`src/rtl/ex_hazard_ctrl_pkg.sv`:
```
// Shared opcode constants, instruction field slicing and register-use helpers
// for the execute-stage hazard controller.
package ex_hazard_ctrl_pkg;

  localparam logic [5:0] OP_ALU  = 6'h00;
  localparam logic [5:0] OP_IJMP = 6'h02;
  localparam logic [5:0] OP_CDEC = 6'h0C;
  localparam logic [5:0] OP_LW   = 6'h23;
  localparam logic [5:0] OP_SW   = 6'h2B;
  localparam logic [5:0] OP_NOP  = 6'h3F;

  typedef enum logic {IDLE, FLUSH} hz_state_t;

  function automatic logic [5:0] op_of(input logic [31:0] ir);
    return ir[31:26];
  endfunction

  function automatic logic [4:0] rs_of(input logic [31:0] ir);
    return ir[25:21];
  endfunction

  function automatic logic [4:0] rt_of(input logic [31:0] ir);
    return ir[20:16];
  endfunction

  function automatic logic [4:0] rd_of(input logic [31:0] ir);
    return ir[15:11];
  endfunction

  // Non-writers report r0, which is never allowed to match a source.
  function automatic logic [4:0] dest_of(input logic [31:0] ir);
    case (op_of(ir))
      OP_ALU:          return rd_of(ir);
      OP_LW, OP_CDEC:  return rt_of(ir);
      default:         return 5'd0;
    endcase
  endfunction

  function automatic logic is_alu_wr(input logic [31:0] ir);
    return (op_of(ir) == OP_ALU) || (op_of(ir) == OP_CDEC);
  endfunction

  function automatic logic uses_a(input logic [31:0] ir);
    case (op_of(ir))
      OP_ALU, OP_LW, OP_SW, OP_CDEC, OP_IJMP: return 1'b1;
      default:                                return 1'b0;
    endcase
  endfunction

  function automatic logic uses_b(input logic [31:0] ir);
    case (op_of(ir))
      OP_ALU, OP_SW, OP_CDEC, OP_IJMP: return 1'b1;
      default:                         return 1'b0;
    endcase
  endfunction

endpackage

```
`src/rtl/ex_hazard_ctrl_bypass.sv`:
```
// Combinational bypass-select generation for both execute operands.
// Index 0 of every vector is operand A (rs), index 1 is operand B (rt).
module ex_bypass_detect
  import ex_hazard_ctrl_pkg::*;
(
  input  logic        en,
  input  logic [31:0] idex_ir,
  input  logic [31:0] exmem_ir,
  input  logic [31:0] memwb_ir,
  output logic [1:0]  from_mem,
  output logic [1:0]  from_alu_wb,
  output logic [1:0]  from_lw_wb
);

  logic [1:0][4:0] src;
  logic [1:0]      used;
  logic [4:0]      mem_dst, wb_dst;

  assign src     = {rt_of(idex_ir), rs_of(idex_ir)};
  assign used    = {uses_b(idex_ir), uses_a(idex_ir)};
  assign mem_dst = dest_of(exmem_ir);
  assign wb_dst  = dest_of(memwb_ir);

  for (genvar k = 0; k < 2; k++) begin : g_opnd
    logic live, hit_mem;
    // A zero source can never be forwarded, so it also rules out r0 destinations.
    assign live    = en && used[k] && (src[k] != 5'd0);
    assign hit_mem = live && is_alu_wr(exmem_ir) && (mem_dst == src[k]);
    assign from_mem[k]    = hit_mem;
    assign from_alu_wb[k] = live && !hit_mem && is_alu_wr(memwb_ir) && (wb_dst == src[k]);
    assign from_lw_wb[k]  = live && !hit_mem && (op_of(memwb_ir) == OP_LW)
                            && (rt_of(memwb_ir) == src[k]);
  end

endmodule

```
`src/rtl/ex_hazard_ctrl.sv`:
```
// Execute-stage hazard controller: operand bypass selects, one-cycle load-use
// stall, IJMP flush sequencing and saturating stall/flush event counters.
module ex_hazard_ctrl
  import ex_hazard_ctrl_pkg::*;
#(
  parameter int FLUSH_CYCLES = 2,
  parameter int CNT_W        = 16
) (
  input  logic             clk,
  input  logic             reset,
  input  logic [31:0]      IFIDIR,
  input  logic [31:0]      IDEXIR,
  input  logic [31:0]      EXMEMIR,
  input  logic [31:0]      MEMWBIR,
  output logic             bypassAfromMEM,
  output logic             bypassAfromALUinWB,
  output logic             bypassAfromLWinWB,
  output logic             bypassBfromMEM,
  output logic             bypassBfromALUinWB,
  output logic             bypassBfromLWinWB,
  output logic             stall,
  output logic             ijmpMem,
  output logic             pc_redirect,
  output logic [CNT_W-1:0] stall_cnt,
  output logic [CNT_W-1:0] flush_cnt
);

  localparam logic [2:0] FLUSH_LOAD = 3'(FLUSH_CYCLES - 1);

  logic [1:0] from_mem, from_alu_wb, from_lw_wb;

  ex_bypass_detect u_bypass (
    .en          (!reset),
    .idex_ir     (IDEXIR),
    .exmem_ir    (EXMEMIR),
    .memwb_ir    (MEMWBIR),
    .from_mem    (from_mem),
    .from_alu_wb (from_alu_wb),
    .from_lw_wb  (from_lw_wb)
  );

  assign bypassAfromMEM     = from_mem[0];
  assign bypassAfromALUinWB = from_alu_wb[0];
  assign bypassAfromLWinWB  = from_lw_wb[0];
  assign bypassBfromMEM     = from_mem[1];
  assign bypassBfromALUinWB = from_alu_wb[1];
  assign bypassBfromLWinWB  = from_lw_wb[1];

  logic [4:0] ld_rt;
  logic       load_use;

  assign ld_rt    = rt_of(IDEXIR);
  assign load_use = (op_of(IDEXIR) == OP_LW) && (ld_rt != 5'd0)
                    && ((ld_rt == rs_of(IFIDIR))
                        || (uses_b(IFIDIR) && (ld_rt == rt_of(IFIDIR))));

  // A flush kills the consumer anyway, so it wins over the load-use bubble.
  assign stall = !reset && load_use && !ijmpMem;

  hz_state_t  state, state_nxt;
  logic [2:0] cnt, cnt_nxt;

  always_ff @(posedge clk) begin
    if (reset) begin
      state <= IDLE;
      cnt   <= 3'd0;
    end else begin
      state <= state_nxt;
      cnt   <= cnt_nxt;
    end
  end

  always_comb begin
    state_nxt   = state;
    cnt_nxt     = cnt;
    ijmpMem     = 1'b0;
    pc_redirect = 1'b0;
    if (!reset) begin
      case (state)
        IDLE: if (op_of(EXMEMIR) == OP_IJMP) begin
          ijmpMem     = 1'b1;
          pc_redirect = 1'b1;
          if (FLUSH_CYCLES > 1) begin
            state_nxt = FLUSH;
            cnt_nxt   = FLUSH_LOAD;
          end
        end
        FLUSH: begin
          // IJMPs arriving here sit in slots being flushed and are ignored.
          ijmpMem = 1'b1;
          cnt_nxt = cnt - 3'd1;
          if (cnt == 3'd1) state_nxt = IDLE;
        end
        default: state_nxt = IDLE;
      endcase
    end
  end

  always_ff @(posedge clk) begin
    if (reset) begin
      stall_cnt <= '0;
      flush_cnt <= '0;
    end else begin
      if (stall && (stall_cnt != '1))       stall_cnt <= stall_cnt + CNT_W'(1);
      if (pc_redirect && (flush_cnt != '1)) flush_cnt <= flush_cnt + CNT_W'(1);
    end
  end

endmodule

```
`config.mk`:
```
export PLATFORM = sky130hd
export DESIGN_NAME = ex_hazard_ctrl
export DESIGN_NICKNAME = d
export VERILOG_FILES = /design/src/rtl/ex_hazard_ctrl_pkg.sv /design/src/rtl/ex_hazard_ctrl_bypass.sv /design/src/rtl/ex_hazard_ctrl.sv
export SDC_FILE = /design/constraint.sdc
export NUM_CORES = 1
export LEC_CHECK = 0
export BUFFER_PORTS_ARGS = -buffer_cell sky130_fd_sc_hd__buf_2
export CAP_MARGIN = 20
export CORE_ASPECT_RATIO = 1.4
export CORE_MARGIN = 5
export CORE_UTILIZATION = 44
export CTS_CLUSTER_DIAMETER = 40
export DETAILED_ROUTE_END_ITERATION = 6
export PLACE_DENSITY = 0.8
export SLEW_MARGIN = 20
export SYNTH_ARGS = -nofsm -noshare
export SYNTH_HDL_FRONTEND = slang
export SYNTH_SLANG_ARGS = --single-unit
```
`constraint.sdc`:
```
create_clock -name clk -period 3.3 [get_ports clk]
set_input_delay 0.66 -clock clk [delete_from_list [all_inputs] [get_ports clk]]
set_output_delay 0.66 -clock clk [all_outputs]
set_load 0.02 [all_outputs]
```
==> results of run 1 <==
-- Yosys cell counts, types with 2 or more instances --
library cell,count
xor2_1,37
dfxtp_1,36
nor2_1,32
a21oi_1,19
nand2_1,18
nand3_1,17
nand4_1,13
xnor2_1,12
or3_1,10
o21ai_1,9
and3_1,8
inv_1,8
or4_1,8
and2_1,7
nor3_1,7
a211oi_1,6
buf_6,6
o31ai_1,6
a32o_1,5
nor4_1,5
ha_1,4
o21ai_0,4
a22oi_1,3
and4_1,3
nand2b_1,3
nor2b_1,3
xnor2_4,3
a2111oi_2,2
a31oi_1,2
buf_1,2
clkbuf_1,2
nor4_2,2
o21a_1,2
o21ai_2,2
or2_1,2
-- sequential cells by signal, indices dropped and copies added (netlist names) --
name / flops
stall_cnt: 16
state: 1
cnt: 3
flush_cnt: 16
-- what timing repair did --
action,in CTS,in global routing
setup buffers,0,1
gates resized for setup,0,4
endpoints found under the setup margin,0,6
-- metrics by stage --
stage	total power, mW	instances	cell area [um2]
after global placement	0.6010	509	3415
after global routing	0.9548	518	3531
after CTS	0.9173	517	3502
final	0.9100	518	3531
after floorplan	0.5347	334	2821
after detailed placement	0.6058	509	3415
-- power by group --
group / total, mW / internal (mW) / switching [mW]
Sequential: 0.436 / 0.435 / 0.000842
Clock: 0.312 / 0.147 / 0.165
Combinational: 0.162 / 0.0748 / 0.0877
Total: 0.910 / 0.657 / 0.253
-- final timing paths --
path                                   start             end  slack, ns  cells past startpoint
worst min register to register        cnt[2]          cnt[2]       0.49                      2
worst min-delay path                  cnt[2]          cnt[2]       0.49                      2
worst max-delay path             EXMEMIR[27]  bypassBfromMEM       0.15                      9
worst max register to register  stall_cnt[0]   stall_cnt[11]       1.05                      7
-- layer usage --
metal | GRT usage [%] | wire length [um] | vias up
met5 | 0 | 0 | -
met4 | 6.020 | 152 | 0
met3 | 3.184 | 457 | 13
met2 | 33.27 | 3900 | 94
met1 | 20.54 | 3057 | 1354
li1 | - | - | 1468
-- critical path, stage by stage --
cell and delay [ns]:
buf_2 0.11, or2_1 0.28, o32ai_4 0.33, buf_4 0.17
a32o_1 0.23, xor2_1 0.08, nor3_1 0.30, and2_1 0.17
buf_2 0.16
-- layout make-up --
class / instances / area, um2 / area share, %
Clock buffer: 5 / 68.82 / 1.949
Clock inverter: 3 / 18.77 / 0.5315
Inverter: 8 / 30.03 / 0.8505
Multi-Input combinational cell: 278 / 1994 / 56.48
Sequential cell: 36 / 720.7 / 20.41
Tap cell: 72 / 90.09 / 2.551
Timing Repair Buffer: 116 / 608.1 / 17.22
-- kinds of logic (layout without fill, tap and decap cells) --
kind of cell,count (synthesis),in the layout,synth area share (%)
and+or+nand+nor,149,149,30.33
adders and majority gates,4,4,1.774
AOI/OAI and AO/OA,70,70,18.45
DFF,36,36,25.54
muxes,2,2,0.7539
buffers and inverters,20,132,4.435
xor gates and xnor gates,53,53,18.71
==> key figures, run 1 <==
Outcome
  • Outcome: complete, no violations

Routing
  • Average vias per placed instance: roughly 5.7
  • Via count: 2,929
  • Total Wirelength: 7568 um
  • Drt first pass iters: 4
  • ANT nets after route: 0
  • # DRC: 0
  • Avg WL per Cell: 14.61 um
  • DR iter-0 viols: 91

Flow run
  • Number of max-cap violations: 0

Timing
  • Tcrit/Tclk final: 95.46%
  • Final hold slack: slightly below 0.5 ns
  • Relative slew slack: about 47%
  • Skew final: 0.005844 ns
  • Final setup viols: 0
  • Least-Margin Pin Slew: 0.7860 ns
  • Setup_tns: 0 ns
  • Setup ws final: 0.1499 ns
  • Final Hold Fails: 0
  • Tmin final: 3.150 ns
  • Maximum achievable frequency: 317.4 MHz
  • Max Slew Vio Count: 0

Global route
  • Global-route wire length before repair: 12,560 um
  • Vias in the first global route: ~2.9k
  • All-layer global routing usage: 18.09%
  • Largest net degree at the start of global routing: 22
  • GRT overflow: 0
  • Initial antenna violation count: 0

Final layout
  • Share of cells above drive strength 1: 32.74%
  • # diodes: 0
  • Commonest non-fill, non-tap cell in the layout: buf_2
  • Final #Nets: 579
  • Fin util: 56.85%
  • FILL cells: roughly 610
  • Most frequent cells in the layout: buf_2, xor2_1, dfxtp_1
  • Layout area overhead: 25.14%

Logic synthesis
  • Synth Flop Type: dfxtp_1
  • Largest cells by area after synthesis: dfxtp_1, xor2_1, nor2_1
  • Cells after synthesis: 334
  • Register area share after synthesis: 25.54%
  • Ys Warns: 0
  • Mean Syn Cell Area: 8.447 um2
  • Synth area leader: dfxtp_1
  • Number of synthesized register bits: 36
  • Ys async rst share: 0%
  • Synthesized area: 0.002821 mm2
  • Post-Syn Nets: 468
  • Synth cell types: ~60
  • Post-synth EDFFs: 0
  • Synth top area share: 25.54%

Critical path
  • CP max FO: 4
  • WP data arrival: 2.49 ns
  • Critical path launch point type: input port
  • Crit. End Element: output port
  • Crit Path Class: in -> out
  • Worst Path Required: 2.64 ns

Placed design
  • Dpl hpwl: 6118 um
  • I/O Buffers: 106
  • Place WS: 0.1027 ns
  • GP Congestion: a little under 1

Die
  • Starting Density: between 40% and 50%
  • Height of the die: around 100 um
  • Core Footprint: 0.006211 mm2
  • Row Count: 34
  • Die X: 77.68 um
  • I/O pins: 171
  • Die area: between 0.008 and 0.009 mm2

CTS
  • Cts bufs inserted: 5
  • Buffer depth of the longest clock path: 2
  • Clk Latency, worst-skew pair: 0.28 ns
  • H-tree depth: 2
  • Root buffer cell: clkbuf_8
  • CTS tree: built
  • CTS clk-pin slew, worst paths: 0.07 ns
  • Hold Buf Count CTS: 0
  • Clock sink count: 36

Pwr
  • Static Leak: 1.472 nW
  • Pwr Density: 257.7 mW/mm2
  • VDD IR max: 0.1685 mV

Hold path
  • Min-delay worst type: reg -> reg
No activity file was read; power rests on OpenSTA's default activity.
==> run 2: changes to the inputs <==
--- a/config.mk
+++ b/config.mk
@@ -9,10 +9,11 @@
 export CAP_MARGIN = 20
 export CORE_ASPECT_RATIO = 1.4
 export CORE_MARGIN = 5
-export CORE_UTILIZATION = 44
+export CORE_UTILIZATION = 45
+export CTS_BUF_LIST = sky130_fd_sc_hd__clkbuf_2 sky130_fd_sc_hd__clkbuf_4 sky130_fd_sc_hd__clkbuf_8
 export CTS_CLUSTER_DIAMETER = 40
 export DETAILED_ROUTE_END_ITERATION = 6
-export PLACE_DENSITY = 0.8
+export PLACE_DENSITY = 0.82
 export SLEW_MARGIN = 20
 export SYNTH_ARGS = -nofsm -noshare
 export SYNTH_HDL_FRONTEND = slang
==> key figures, run 2 (synthesis results as in run 1) <==
Routing
  • DR iter-0 viols: 69
  • Avg WL per Cell: 14.34 um
  • Average vias per placed instance: 5.617
  • Drt first pass iters: 6
  • ANT nets after route: 0
  • Total Wirelength: 7458 um
  • # DRC: 0
  • Via count: 2,921

CTS
  • Cts bufs inserted: 5
  • Hold Buf Count CTS: 0
  • Clk Latency, worst-skew pair: approximately 0.29 ns
  • H-tree depth: 2
  • Buffer depth of the longest clock path: 2
  • CTS clk-pin slew, worst paths: approximately 0.080 ns
  • # Post-CTS Setup Buffers: 0
  • Clock sink count: 36
  • CTS tree: built
  • Resize count post-CTS: 0
  • Root buffer cell: clkbuf_8

Critical path
  • Crit Path Class: in -> out
  • Worst Path Required: 2.64 ns
  • Crit. End Element: output port
  • Flop-to-flop setup slack: around 1.1 ns
  • WP data arrival: 2.48 ns
  • CP max FO: 3
  • Critical path launch point type: input port

Die
  • Starting Density: 45.74%
  • Core Footprint: a little over 0.006 mm2
  • Die X: 76.92 um
  • Die area: 0.007976 mm2
  • Row Count: 34
  • I/O pins: 171
  • Height of the die: 103.7 um

Timing
  • Final Hold Fails: 0
  • Maximum achievable frequency: between 300 and 400 MHz
  • Relative slew slack: about half
  • Skew final: 0.01396 ns
  • RSZ-0062 raised after global routing: false
  • Max Slew Vio Count: 0
  • Final setup viols: 0
  • Tmin final: 3.141 ns
  • Final hold slack: 0.4898 ns
  • Tcrit/Tclk final: between 90% and 100%
  • Least-Margin Pin Slew: 0.7396 ns
  • Setup_tns: 0 ns

Final layout
  • Commonest non-fill, non-tap cell in the layout: buf_2
  • Most frequent cells in the layout: buf_2, xor2_1, dfxtp_1
  • Share of cells above drive strength 1: roughly a third
  • Layout area overhead: 26.12%
  • Final #Nets: 581
  • Post-Layout Inst Area: 0.003558 mm2
  • Biggest regs: flush_cnt: 16 flops, stall_cnt: 16 flops, cnt: 3 flops
  • # diodes: 0

Placed design
  • Dpl cell area: 0.003437 mm2
  • I/O Buffers: 106
  • GP Congestion: 0.9478
  • Dpl hpwl: approximately 6200 um

Global route
  • Vias in the first global route: 2,901
  • Largest net degree at the start of global routing: 39
  • Initial antenna violation count: 0
  • GRT overflow: 0
  • Global-route wire length before repair: 12,360 um
  • All-layer global routing usage: between 10% and 20%

Pwr
  • Tot Pwr: between 0.9 and 1 mW
  • Static Leak: approximately 1.5 nW
  • VDD IR max: 0.1742 mV
  • Pwr Density: 254.9 mW/mm2

Outcome
  • Outcome: complete, no violations

Hold path
  • Min-delay worst type: reg -> reg

Flow run
  • Number of max-cap violations: 0
-- run 2: changes by cell type in the layout (fill, tap and decap cells not counted) --
| cell | before | now |
|---|---|---|
| nor4b_1 | 1 | 0 |
| a32o_2 | 1 | 2 |
| nor4b_2 | 1 | 2 |
| buf_4 | 11 | 12 |
| nor4_2 | 3 | 2 |
| a211oi_2 | 0 | 2 |
| a21oi_2 | 0 | 1 |
| buf_2 | 105 | 106 |
| nor4_1 | 4 | 5 |
| a21oi_1 | 19 | 18 |
| a32o_1 | 4 | 3 |
| a211oi_1 | 6 | 4 |
-- run 2: worst max-delay path, stage by stage --
cell,delay [ns]
buf_2,0.11
or4_1,0.58
nor3_1,0.16
buf_4,0.15
a22oi_1,0.12
xor2_1,0.15
nand4_1,0.14
a211oi_2,0.21
buf_2,0.19
-- run 2: where the power goes --
group	total [mW]	leakage, nW	switching [mW]	internal (mW)
registers	0.436	0.290	0.000882	0.435
clock network	0.306	0.0479	0.159	0.147
logic	0.165	1.15	0.0882	0.0765
-- run 2: area by class of cell --
cell class,count,area (um2)
timing repair buffer,118,620.6
clock inverter,3,18.77
sequential,36,720.7
multi-input combinational,278,2009
fill,566,2610
inverter,8,30.03
tap,72,90.09
clock buffer,5,68.82
-- run 2: through the flow --
stage          setup WS [ns]  utilization, %  instances
2_1_floorplan         0.2295               -        334
6_report              0.1587           57.69        520
5_1_grt             0.005498           57.69        520
3_5_place_dp         0.06733           55.72        512
3_3_place_gp         0.07208           55.72        512
4_1_cts              0.05119           57.14        520
-- run 2: path summary, 6_finish.rpt --
path | from | to | cells after the start
worst max register to register | stall_cnt[0] | stall_cnt[11] | 7
worst max-delay path | MEMWBIR[27] | bypassAfromALUinWB | 9
worst min-delay path | cnt[2] | state | 1
worst min register to register | cnt[2] | state | 1
-- run 2: layer usage --
layer  global-route usage, %  part of all wire [%]  vias up
met5                       0                     0        -
met4                   8.625                   3.6        0
li1                        -                     -     1464
met1                   18.77                    37     1328
met3                   3.299                   7.0       18
met2                   33.84                    53      111
==> run 3: changes to the inputs <==
--- a/config.mk
+++ b/config.mk
@@ -8,7 +8,6 @@
 export BUFFER_PORTS_ARGS = -buffer_cell sky130_fd_sc_hd__buf_2
 export CAP_MARGIN = 20
 export CORE_ASPECT_RATIO = 1.4
-export CORE_MARGIN = 5
 export CORE_UTILIZATION = 45
 export CTS_BUF_LIST = sky130_fd_sc_hd__clkbuf_2 sky130_fd_sc_hd__clkbuf_4 sky130_fd_sc_hd__clkbuf_8
 export CTS_CLUSTER_DIAMETER = 40
==> key figures, run 3 (synthesis results as in run 1) <==
Final layout
  • Commonest non-fill, non-tap cell in the layout: buf_2
  • Final #Nets: just under 600
  • # diodes: 0
  • Share of cells above drive strength 1: 32.66%
  • FILL cells: about 550
  • Area taken by multi-input logic gates: 0.002012 mm2
  • Biggest regs: flush_cnt: 16 flops, stall_cnt: 16 flops, cnt: 3 flops
  • Layout area overhead: 25.90%
  • Area occupied by registers: 720.7 um2
  • Finished Layout Cells: 514
  • Most frequent cells in the layout: buf_2, xor2_1, dfxtp_1
  • Fin util: 59.74%

Critical path
  • Worst Path Required: 2.64 ns
  • Crit. End Element: output port
  • Critical path launch point type: input port
  • WP data arrival: 2.58 ns
  • CP max FO: 3
  • Crit Path Class: in -> out

Pwr
  • Pwr Density: 277.7 mW/mm2
  • Static Leak: around 1.5 nW
  • Internal power: 0.7326 mW
  • Logic gate share of total power: between 10% and 20%
  • VDD IR max: 0.1523 mV
  • Switching pwr: 0.2538 mW
  • Clock power share: 39.5%
  • Switch share: 25.73%
  • Sequential power share: 44.2%

Timing
  • Final setup viols: 0
  • Final Hold Fails: 0
  • Max Slew Vio Count: 0
  • Tcrit/Tclk final: 98.21%
  • Skew final: 0.008307 ns
  • Tmin final: 3.241 ns
  • Relative slew slack: between 60% and 70%
  • RSZ-0062 raised after global routing: true
  • Least-Margin Pin Slew: 0.5815 ns
  • Setup_tns: 0 ns
  • Maximum achievable frequency: between 300 and 400 MHz

Global route
  • Initial antenna violation count: 0
  • GRT overflow: 0
  • Global-route wire length before repair: roughly 11,000 um
  • Largest net degree at the start of global routing: 39
  • Vias in the first global route: 2,625
  • All-layer global routing usage: 21.04%

CTS
  • Cts bufs inserted: 5
  • H-tree depth: 2
  • Clock sink count: 36
  • CTS clk-pin slew, worst paths: 0.07 ns
  • # Post-CTS Setup Buffers: 0
  • Buffer depth of the longest clock path: 2
  • Clk Latency, worst-skew pair: just under 0.3 ns
  • Root buffer cell: clkbuf_8
  • CTS tree: built

Routing
  • # DRC: 0
  • ANT nets after route: 0
  • DR iter-0 viols: between 100 and 150
  • Drt first pass iters: 4
  • Avg WL per Cell: 13.62 um
  • Via count: 2,952
  • Average vias per placed instance: 5.743
  • Total Wirelength: 7003 um

Die
  • I/O pins: around 170
  • Core Footprint: 0.005946 mm2
  • Row Count: 33
  • Die X: 68.92 um
  • Die area: 0.006595 mm2
  • Height of the die: 95.69 um
  • Starting Density: between 40% and 50%

Hold path
  • Min-delay worst type: reg -> reg

Outcome
  • Outcome: complete, no violations

Placed design
  • Dpl hpwl: roughly 5600 um
  • I/O Buffers: 106
  • Placed Cells: 506
  • GP Congestion: about 0.94

Flow run
  • Number of max-cap violations: 0
## run 3: changes by cell type in the layout (fill, tap and decap cells not counted), sizes merged
cell,before,now
buf,118,114
bufinv,0,1
clkinv,3,1
clkinvlp,0,1
## run 3: path summary, 6_finish.rpt
check                from                  to  slack (ns)  cells past startpoint
max           MEMWBIR[27]  bypassBfromALUinWB        0.06                      9
min                cnt[2]               state        0.48                      1
max reg2reg  stall_cnt[3]        stall_cnt[9]        1.07                      7
min reg2reg        cnt[2]               state        0.48                      1
## run 3: power groups by stage
stage / combinational, mW / sequential, mW / clock (mW)
final: 0.161 / 0.436 / 0.389
after global placement: 0.153 / 0.446 / 0
after floorplan: 0.0888 / 0.446 / 0
after CTS: 0.157 / 0.436 / 0.395
after detailed placement: 0.157 / 0.446 / 0
after global routing: 0.175 / 0.436 / 0.413
## run 3: through the flow
| stage | setup WS [ns] | hold WS (ns) | power, mW | cell area, um2 |
|---|---|---|---|---|
| finish | 0.05892 | 0.4815 | 0.9863 | 3552 |
| global route | -0.02160 | 0.5307 | 1.024 | 3552 |
| CTS | 0.001265 | 0.4895 | 0.9875 | 3516 |
| detailed placement | 0.02276 | 0.4707 | 0.6029 | 3405 |
| global placement | 0.03695 | 0.4653 | 0.5991 | 3405 |
| floorplan | 0.2295 | 0.4470 | 0.5347 | 2821 |
## run 3: final cells by class
| type | count | share of cell area [%] |
|---|---|---|
| Sequential cell | 36 | 20.29 |
| Multi-Input combinational cell | 278 | 56.64 |
| Clock inverter | 3 | 1.198 |
| Timing Repair Buffer | 114 | 16.63 |
| Tap cell | 70 | 2.466 |
| Inverter | 8 | 0.8454 |
| Clock buffer | 5 | 1.937 |
## run 3: layer usage
layer,global-route usage (%),share of wire [%]
met3,2.488,4.8
met5,0,0
met1,22.25,40
met4,7.653,1.6
met2,40.61,54
## run 3: timing repair
item / in CTS / in global routing
resized for setup: 0 / 5
endpoints found under the setup margin: 0 / 6
hold buffers: 0 / 0
## run 3: worst max-delay path: stages
cell and delay [ns]:
buf_2 0.11, or4_1 0.58, nor3_1 0.16, buf_4 0.15
a22oi_1 0.12, xor2_1 0.17, nand4_1 0.11, a211oi_1 0.29
buf_2 0.23
